File: config.mk
export PLATFORM = sky130hd
export DESIGN_NAME = ps2_host_tx_flat
export DESIGN_NICKNAME = d
export VERILOG_FILES = /design/src/rtl/ps2_host_tx_if.sv /design/src/rtl/ps2_host_tx.sv /design/src/flat_wrapper.sv
export SDC_FILE = /design/constraint.sdc
export NUM_CORES = 1
export LEC_CHECK = 0
export BUFFER_PORTS_ARGS = -buffer_cell sky130_fd_sc_hd__buf_2
export CAP_MARGIN = 15
export CORE_MARGIN = 10
export CORE_UTILIZATION = 47
export DETAILED_ROUTE_END_ITERATION = 6
export PLACE_DENSITY_LB_ADDON = 0.08
export SETUP_SLACK_MARGIN = 0.2
export SKIP_LAST_GASP = 1
export SYNTH_ARGS = -nofsm -noshare
export SYNTH_HDL_FRONTEND = slang
export SYNTH_SLANG_ARGS = --single-unit
File: constraint.sdc
create_clock -name clock -period 1.75 [get_ports clock]
set_input_delay 0.175 -clock clock [delete_from_list [all_inputs] [get_ports clock]]
set_output_delay 0.175 -clock clock [all_outputs]
set_load 0.05 [all_outputs]
File: src/rtl/ps2_host_tx_if.sv
// ps2_host_tx_if: byte request/status handshake and PS/2 line bundle for ps2_host_tx.
// master = host-side user and line model, slave = the transmitter.
interface ps2_host_tx_if;
   logic [1:0] ps2;
   logic [1:0] ps2_oe;
   logic [7:0] tx_data;
   logic       tx_start;
   logic       busy;
   logic       done;
   logic       error;

   modport master (
      output ps2,
      output tx_data,
      output tx_start,
      input  ps2_oe,
      input  busy,
      input  done,
      input  error
   );

   modport slave (
      input  ps2,
      input  tx_data,
      input  tx_start,
      output ps2_oe,
      output busy,
      output done,
      output error
   );
endinterface

File: src/rtl/ps2_host_tx.sv
// ps2_host_tx: PS/2 host-to-device byte transmitter (inhibit, request-to-send, 11-clock frame, ACK).
// Optional macro PS2_TX_FILTER_EN adds an 8-sample glitch filter on the PS/2 clock line.
module ps2_host_tx #(
   parameter int unsigned INHIBIT_TICKS = 480,
   parameter int unsigned TIMEOUT_TICKS = 60000
) (
   input  logic         clock,
   input  logic         reset,
   input  logic         ce,
   ps2_host_tx_if.slave bus
);

   localparam int unsigned MAX_TICKS = (INHIBIT_TICKS > TIMEOUT_TICKS) ? INHIBIT_TICKS : TIMEOUT_TICKS;
   localparam int unsigned CNT_W     = $clog2(MAX_TICKS + 1);
   localparam logic [CNT_W-1:0] INH_LAST = CNT_W'(INHIBIT_TICKS - 1);
   localparam logic [CNT_W-1:0] TMO_LAST = CNT_W'(TIMEOUT_TICKS - 1);

   typedef enum logic [2:0] {
      IDLE,
      INHIBIT,
      REQ,
      XMIT,
      ACK,
      RELEASE
   } state_t;

   state_t           state;
   logic [1:0]       oe_q;
   logic             busy_q;
   logic             done_q;
   logic             error_q;
   logic [CNT_W-1:0] cnt;
   logic [3:0]       bit_idx;
   logic [8:0]       shreg;

   logic [1:0]       sync_a;
   logic [1:0]       sync_q;
   logic             clk_prev;
   logic             dat_filt;
   logic             fall_c;
   logic             tmo_c;

   // Two-flop synchronisers for both lines; released lines read as ones.
   always_ff @(posedge clock or posedge reset) begin
      if (reset) begin
         sync_a <= 2'b11;
         sync_q <= 2'b11;
      end else if (ce) begin
         sync_a <= bus.ps2;
         sync_q <= sync_a;
      end
   end

`ifdef PS2_TX_FILTER_EN
   logic [7:0] clk_hist;
   logic       clk_filt;

   // Clock level only moves once eight consecutive samples agree.
   always_ff @(posedge clock or posedge reset) begin
      if (reset) begin
         clk_hist <= '1;
         clk_filt <= 1'b1;
      end else if (ce) begin
         clk_hist <= {clk_hist[6:0], sync_q[0]};
         if (&clk_hist) begin
            clk_filt <= 1'b1;
         end else if (~|clk_hist) begin
            clk_filt <= 1'b0;
         end
      end
   end
`else
   logic clk_filt;
   assign clk_filt = sync_q[0];
`endif

   assign dat_filt = sync_q[1];

   always_ff @(posedge clock or posedge reset) begin
      if (reset) begin
         clk_prev <= 1'b1;
      end else if (ce) begin
         clk_prev <= clk_filt;
      end
   end

   assign fall_c = clk_prev & ~clk_filt;
   assign tmo_c  = ~fall_c & (cnt == TMO_LAST);

   // Transfer sequencer; done/error are single-clock pulses.
   always_ff @(posedge clock or posedge reset) begin
      if (reset) begin
         state   <= IDLE;
         oe_q    <= 2'b00;
         busy_q  <= 1'b0;
         done_q  <= 1'b0;
         error_q <= 1'b0;
         cnt     <= '0;
         bit_idx <= '0;
         shreg   <= '0;
      end else begin
         done_q  <= 1'b0;
         error_q <= 1'b0;
         if (ce) begin
            case (state)
               IDLE: begin
                  oe_q   <= 2'b00;
                  busy_q <= 1'b0;
                  if (bus.tx_start) begin
                     shreg   <= {~^bus.tx_data, bus.tx_data};
                     cnt     <= '0;
                     bit_idx <= '0;
                     oe_q    <= 2'b01;
                     busy_q  <= 1'b1;
                     state   <= INHIBIT;
                  end
               end

               INHIBIT: begin
                  if (cnt == INH_LAST) begin
                     cnt   <= '0;
                     oe_q  <= 2'b11;
                     state <= REQ;
                  end else begin
                     cnt <= cnt + CNT_W'(1);
                  end
               end

               REQ: begin
                  oe_q    <= 2'b10;
                  bit_idx <= '0;
                  cnt     <= '0;
                  state   <= XMIT;
               end

               // shreg shifts in ones so the tenth edge naturally releases data (stop bit).
               XMIT: begin
                  if (fall_c) begin
                     cnt     <= '0;
                     oe_q    <= {~shreg[0], 1'b0};
                     shreg   <= {1'b1, shreg[8:1]};
                     bit_idx <= bit_idx + 4'd1;
                     if (bit_idx == 4'd9) begin
                        state <= ACK;
                     end
                  end else if (tmo_c) begin
                     oe_q    <= 2'b00;
                     busy_q  <= 1'b0;
                     error_q <= 1'b1;
                     cnt     <= '0;
                     state   <= IDLE;
                  end else begin
                     cnt <= cnt + CNT_W'(1);
                  end
               end

               ACK: begin
                  if (fall_c) begin
                     cnt <= '0;
                     if (!dat_filt) begin
                        state <= RELEASE;
                     end else begin
                        oe_q    <= 2'b00;
                        busy_q  <= 1'b0;
                        error_q <= 1'b1;
                        state   <= IDLE;
                     end
                  end else if (tmo_c) begin
                     oe_q    <= 2'b00;
                     busy_q  <= 1'b0;
                     error_q <= 1'b1;
                     cnt     <= '0;
                     state   <= IDLE;
                  end else begin
                     cnt <= cnt + CNT_W'(1);
                  end
               end

               RELEASE: begin
                  if (tmo_c) begin
                     oe_q    <= 2'b00;
                     busy_q  <= 1'b0;
                     error_q <= 1'b1;
                     cnt     <= '0;
                     state   <= IDLE;
                  end else if (clk_filt && dat_filt) begin
                     done_q <= 1'b1;
                     busy_q <= 1'b0;
                     cnt    <= '0;
                     state  <= IDLE;
                  end else if (fall_c) begin
                     cnt <= '0;
                  end else begin
                     cnt <= cnt + CNT_W'(1);
                  end
               end

               default: begin
                  oe_q   <= 2'b00;
                  busy_q <= 1'b0;
                  state  <= IDLE;
               end
            endcase
         end
      end
   end

   assign bus.ps2_oe = oe_q;
   assign bus.busy   = busy_q;
   assign bus.done   = done_q;
   assign bus.error  = error_q;

endmodule

File: src/flat_wrapper.sv
// flat-port wrapper written by rule: the top's interface ports become plain ports
module ps2_host_tx_flat 
#(
   parameter int unsigned INHIBIT_TICKS = 480,
   parameter int unsigned TIMEOUT_TICKS = 60000
)
  (clock, reset, ce, bus_ps2, bus_tx_data, bus_tx_start, bus_ps2_oe, bus_busy, bus_done, bus_error);
  ps2_host_tx_if bus_i ();
  input  logic clock;
  input  logic reset;
  input  logic ce;
  input wire logic [$bits(bus_i.ps2)-1:0] bus_ps2;
  input wire logic [$bits(bus_i.tx_data)-1:0] bus_tx_data;
  input wire logic [$bits(bus_i.tx_start)-1:0] bus_tx_start;
  output wire logic [$bits(bus_i.ps2_oe)-1:0] bus_ps2_oe;
  output wire logic [$bits(bus_i.busy)-1:0] bus_busy;
  output wire logic [$bits(bus_i.done)-1:0] bus_done;
  output wire logic [$bits(bus_i.error)-1:0] bus_error;
  assign bus_i.ps2 = bus_ps2;
  assign bus_i.tx_data = bus_tx_data;
  assign bus_i.tx_start = bus_tx_start;
  assign bus_ps2_oe = bus_i.ps2_oe;
  assign bus_busy = bus_i.busy;
  assign bus_done = bus_i.done;
  assign bus_error = bus_i.error;
  ps2_host_tx #(.INHIBIT_TICKS(INHIBIT_TICKS), .TIMEOUT_TICKS(TIMEOUT_TICKS)) u_core (.clock(clock), .reset(reset), .ce(ce), .bus(bus_i));
endmodule
# --- Word-level counts from Yosys, hierarchy flattened ---
# Cells that the tools add are included.
word_totals:
  reg_bits: 42
  out_inout_bits: 5
  wordCells: 97
op_classes:
  n_reduce_logical: 14
  n_addsub: 2
  bitwise: 6
  muxes: 49
  n_eq_ne: 15
ops:
  columns: ["op", "n"]
  rows:
  - ["16-bit 2-to-1 mux", 7]
  - ["16-bit case mux with 5 select lines", 1]
  - ["3-bit 2-to-1 mux", 9]
  - ["9-bit 2-to-1 mux", 2]
  - ["3-bit case mux with 6 select lines", 1]
  - ["9-bit case mux with 2 select lines", 1]
  - ["1-bit 2-to-1 mux", 17]
  - ["16-bit by 1-bit adder with 16-bit output (second input constant)", 1]
  - ["16-bit == test (second input constant)", 1]
  - ["16-bit by 9-bit == test with 1-bit output (second input constant)", 1]
  - ["2-bit case mux with 6 select lines", 1]
  - ["4-bit case mux with 3 select lines", 1]
  - ["2-bit 2-to-1 mux", 5]
  - ["5-bit AND reduction", 2]
  - ["4-bit 2-to-1 mux", 2]
  - ["4-bit AND reduction", 2]
  - ["8-bit XNOR reduction", 1]
  - ["3-bit by 2-bit == test with 1-bit output (second input constant)", 2]
  - ["3-bit == test (second input constant)", 2]
  - ["3-bit AND reduction", 2]
  - ["1-bit case mux with 5 select lines", 1]
  - ["5-bit nonzero test", 1]
  - ["4-bit by 1-bit adder with 4-bit output (second input constant)", 1]
  - ["4-bit == test (second input constant)", 1]
  - ["14 further kinds", 21]

# --- Longest topological paths before layout ---
logic_depth:
  ltp_word: 8
  depth_mapped: 8

# --- Least setup slack after synthesis ---
# Ideal clock, no wire load.
synth_timing:
  path_kind: "register to register"
  start: "register u_core.cnt[0]"
  end: "register u_core.state[0]"
  stages_incl_launch_ff: 7
  t_arrival_ns: 1.788
  setup_time_ns: 0.125
  setup_slack_ns: -0.163
  path_cell_list: "dfrtp_1 -> ha_1 -> and3_1 -> nand4_1 -> and2_1 -> nor3_2 -> mux2_2"
synth_between:
  elab_chain_len: 5
synth_lines:
  columns: ["item", "line_no", "text"]
  rows:
  - ["start, declared", "ps2_host_tx.sv:32", "logic [CNT_W-1:0] cnt;"]
  - ["start signal, assigned", "ps2_host_tx.sv:125", "cnt <= cnt + CNT_W'(1);"]
  - ["start signal, assigned", "ps2_host_tx.sv:153", "cnt <= cnt + CNT_W'(1);"]
  - ["start signal, assigned", "ps2_host_tx.sv:175", "cnt <= cnt + CNT_W'(1);"]
  - ["16-bit == test", "ps2_host_tx.sv:88", "assign tmo_c = ~fall_c & (cnt == TMO_LAST);"]
  - ["1-bit bitwise AND", "ps2_host_tx.sv:88", null]
  - ["3-bit 2-to-1 mux", null, null]
  - ["3-bit 2-to-1 mux, on equally long branches", null, null]
  - ["3-bit case mux with 6 select lines", "ps2_host_tx.sv:105", "case (state)"]
  - ["end signal, assigned", "ps2_host_tx.sv:93", "state <= IDLE;"]
  - ["end signal, assigned", "ps2_host_tx.sv:115", "state <= INHIBIT;"]
  - ["end signal, assigned", "ps2_host_tx.sv:123", "state <= REQ;"]
  - ["end, declared", "ps2_host_tx.sv:27", "state_t state;"]
# Several ways; a longest one is shown, not always the timed one.
# A chain may end at the register's enable or synchronous reset.

# --- Final worst setup path ---
layout_timing:
  start: "register u_core.cnt[10]"
  end: "register u_core.state[0]"
# The elaborated chain is that of the path after synthesis.

==> summary.txt <==
status -> finished, violations left
failing checks -> hold timing, setup timing
Setup Skew -> 0.00484 ns
Critical Path RT -> 1.93 ns
area of the multi-input gates -> 1540 um2
total gr overflow -> 0
antenna cells -> 0
Worst Hold Class -> in2async
share of cells above drive strength 1 -> 44.4%
HPWL Detailed -> 4730 um
GRT Overall Usage -> 16.0%
total core area -> 5170 um2
synthesized area -> 2540 um2
Layout area overhead -> 41.1%
first-pass GRT wire length -> 11400 um
via/cell ratio -> 5.67
Max Cap Viol -> 0
largest net degree at the start of global routing -> 43
Die Span X -> 93.6 um
Final Wtd Congestion -> 0.900
register area share after synthesis -> 41.6%
Final Cycle Share -> 108%
worst slew pin tran -> 0.549 ns
relative slew slack -> 63.4%
Cells after Synth -> 269
Starting Density -> 49.2%
CTS H-tree depth -> 2
fill count -> 386
fin worst setup slack -> -0.138 ns
crit path max fanout -> 4
drt wl/cell -> 16.3 um
top_reg_cell synth -> dfrtp_1
PwrDens -> 1490 nW/um2
vias in the first global route -> 2371
top cells by area, synth -> dfrtp_1 (36%), dfstp_2 (5.2%), nand2_1 (4.7%), a22o_1 (3.4%), o21ai_0 (3.1%)
hold_ws -> -0.00873 ns
Die ar. -> 8750 um2
FMAX -> 530 MHz
count of state elements after synthesis -> 42
RSZ-0062 raised after global routing -> true
I/O Pins -> 19
pre-CTS setup slack -> -0.179 ns
DRT Pass-1 Iters -> 4
Tmin final -> 1.89 ns
Worst-Skew Late Latency -> 0.29 ns
Crit Path Class -> reg2reg
clock root cell -> clkbuf_8
VDD IR max -> 0.690 mV
CTS tree -> done
total CTS buffers -> 5
Hold-fix buffers, CTS -> 0
final hold violations -> 5
cell taking the most area after synthesis -> dfrtp_1
Async SR Flop Fraction -> 100%
DR iter-0 viols -> 180
Yosys cell types -> 58
Setup violations, final -> 17
CP startpoint kind -> flip-flop
CP arrival -> 2.07 ns
EDFF count, synth -> 0
Crit. End Element -> flip-flop
Buffers on Ports -> 18
nets -> 374
Synth top area share -> 36.4%
syn avg cell area -> 9.46 um2
CTS Buffer Depth -> 2
antenna-violating nets left -> 0
FF/Latch Area -> 1060 um2
Leak -> 1.65 nW
Net Count, Synth -> 286
Residual DRC -> 0
antenna violations before repair -> 0
warnings from Yosys -> 0
Via Count -> 2427
die height -> 93.6 um
post-layout util -> 69.4%
final wirelength -> 6980 um
Rows -> 26
Clock transition at path regs -> 0.08 ns
CTS Sinks -> 42
final slew viol count -> 0
[worst paths after layout]
kind	from	endpoint	slack [ns]	cells after the start
setup / recovery	u_core.cnt[10]	u_core.state[0]	-0.14	6
hold / removal	reset	u_core.cnt[0]	-0.009	3
setup reg to reg	u_core.cnt[10]	u_core.state[0]	-0.14	6
hold reg to reg	u_core.bus.ps2_oe[1]	u_core.bus.ps2_oe[1]	0.50	1
max in group asynchronous	reset	u_core.state[2]	1.35	3
min in group clock	bus_ps2[1]	u_core.sync_a[1]	0.12	2
[layout make-up]
type	count	share of cell area [%]
Clock buffer	5	1.92
Sequential cell	42	29.5
Tap cell	70	2.44
Timing Repair Buffer	96	21.4
Clock inverter	3	1.12
Inverter	6	0.628
Multi-Input combinational cell	206	43.0
[cells in the mapped netlist, types with 3 or more instances]
master	count
a22o_1	10
buf_2	9
nand4_1	3
a31oi_1	9
nor2_1	18
o21ai_0	16
inv_1	5
mux2_2	7
nand2b_1	3
ha_1	3
nand3b_1	3
nand2_1	32
nor3_1	6
clkbuf_1	3
a21o_1	5
xnor2_1	6
a21oi_1	10
o22ai_1	4
nand3_1	10
nor2b_1	4
dfrtp_1	37
and3_1	12
and4b_1	3
dfstp_2	5
o31ai_1	3
nor4b_1	3
[flip-flops by register name (all words and copies together), names as in the netlist]
signal / count
u_core.bit_idx: 4
u_core.bus.error: 1
u_core.bus.ps2_oe: 2
u_core.bus.done: 1
u_core.sync_q: 2
u_core.bus.busy: 1
u_core.cnt: 16
u_core.clk_prev: 1
u_core.shreg: 9
u_core.sync_a: 2
u_core.state: 3
[through the flow]
stage | area, um2 | power [mW] | hold slack, ns | instances | setup TNS [ns]
finish | 3590 | 5.35 | -0.00873 | 428 | -1.51
global route | 3590 | 5.70 | 0.0422 | 428 | -3.32
CTS | 3440 | 5.10 | 0.0155 | 420 | -1.60
detailed placement | 3170 | 4.11 | 0.336 | 401 | -1.50
global placement | 3170 | 4.07 | 0.334 | 401 | -1.27
floorplan | 2610 | 3.12 | 0.325 | 269 | -0.230
[power breakdown]
group | internal [mW] | total (mW) | switching (mW)
logic | 1.55 | 3.09 | 1.54
clock network | 0.420 | 0.772 | 0.351
registers | 1.25 | 1.49 | 0.236
total | 3.22 | 5.35 | 2.13
[critical path, cell delays in order, from the launching register on]
cell and delay [ns]:
dfrtp_1 0.43, nor4b_4 0.31, buf_4 0.16, nand4_4 0.12, o21a_4 0.28, nor3_4 0.16
mux2_4 0.31
[placed cells by master (no fill, tap or decap), types with 6 or more instances in the layout]
cell / instances
buf_4: 63
dfrtp_1: 35
nand2_1: 32
buf_2: 18
o21ai_0: 12
buf_6: 11
nor2_1: 10
nand3_1: 10
a22o_1: 10
and3_1: 10
a31oi_1: 9
a21oi_1: 8
nor2_2: 7
o21ai_1: 6
xnor2_1: 6
[metal layers]
layer	vias up	global-route usage [%]	share of wire, %
li1	1175	-	-
met1	1176	22.0	47
met2	70	24.4	46
met3	6	3.52	6.6
met4	0	4.94	0.90
met5	-	0	0
[logic make-up after synthesis]
family                     Yosys count  share of synthesized area [%]
xor gates and xnor gates             8                           2.75
muxes                                8                           3.49
and+or+nand+nor                    115                           26.1
DFF                                 42                           41.6
AOI/OAI and AO/OA                   72                           20.5
buffers and inverters               21                           4.13
adders and majority gates            3                           1.48
[what timing repair did]
action,4_1_cts,5_1_grt
pin swaps,11,10
resized for setup,21,21
endpoints found under the setup margin,35,35
buffers inserted,9,8
cloned,2,0
No activity file was read; power rests on OpenSTA's default activity.
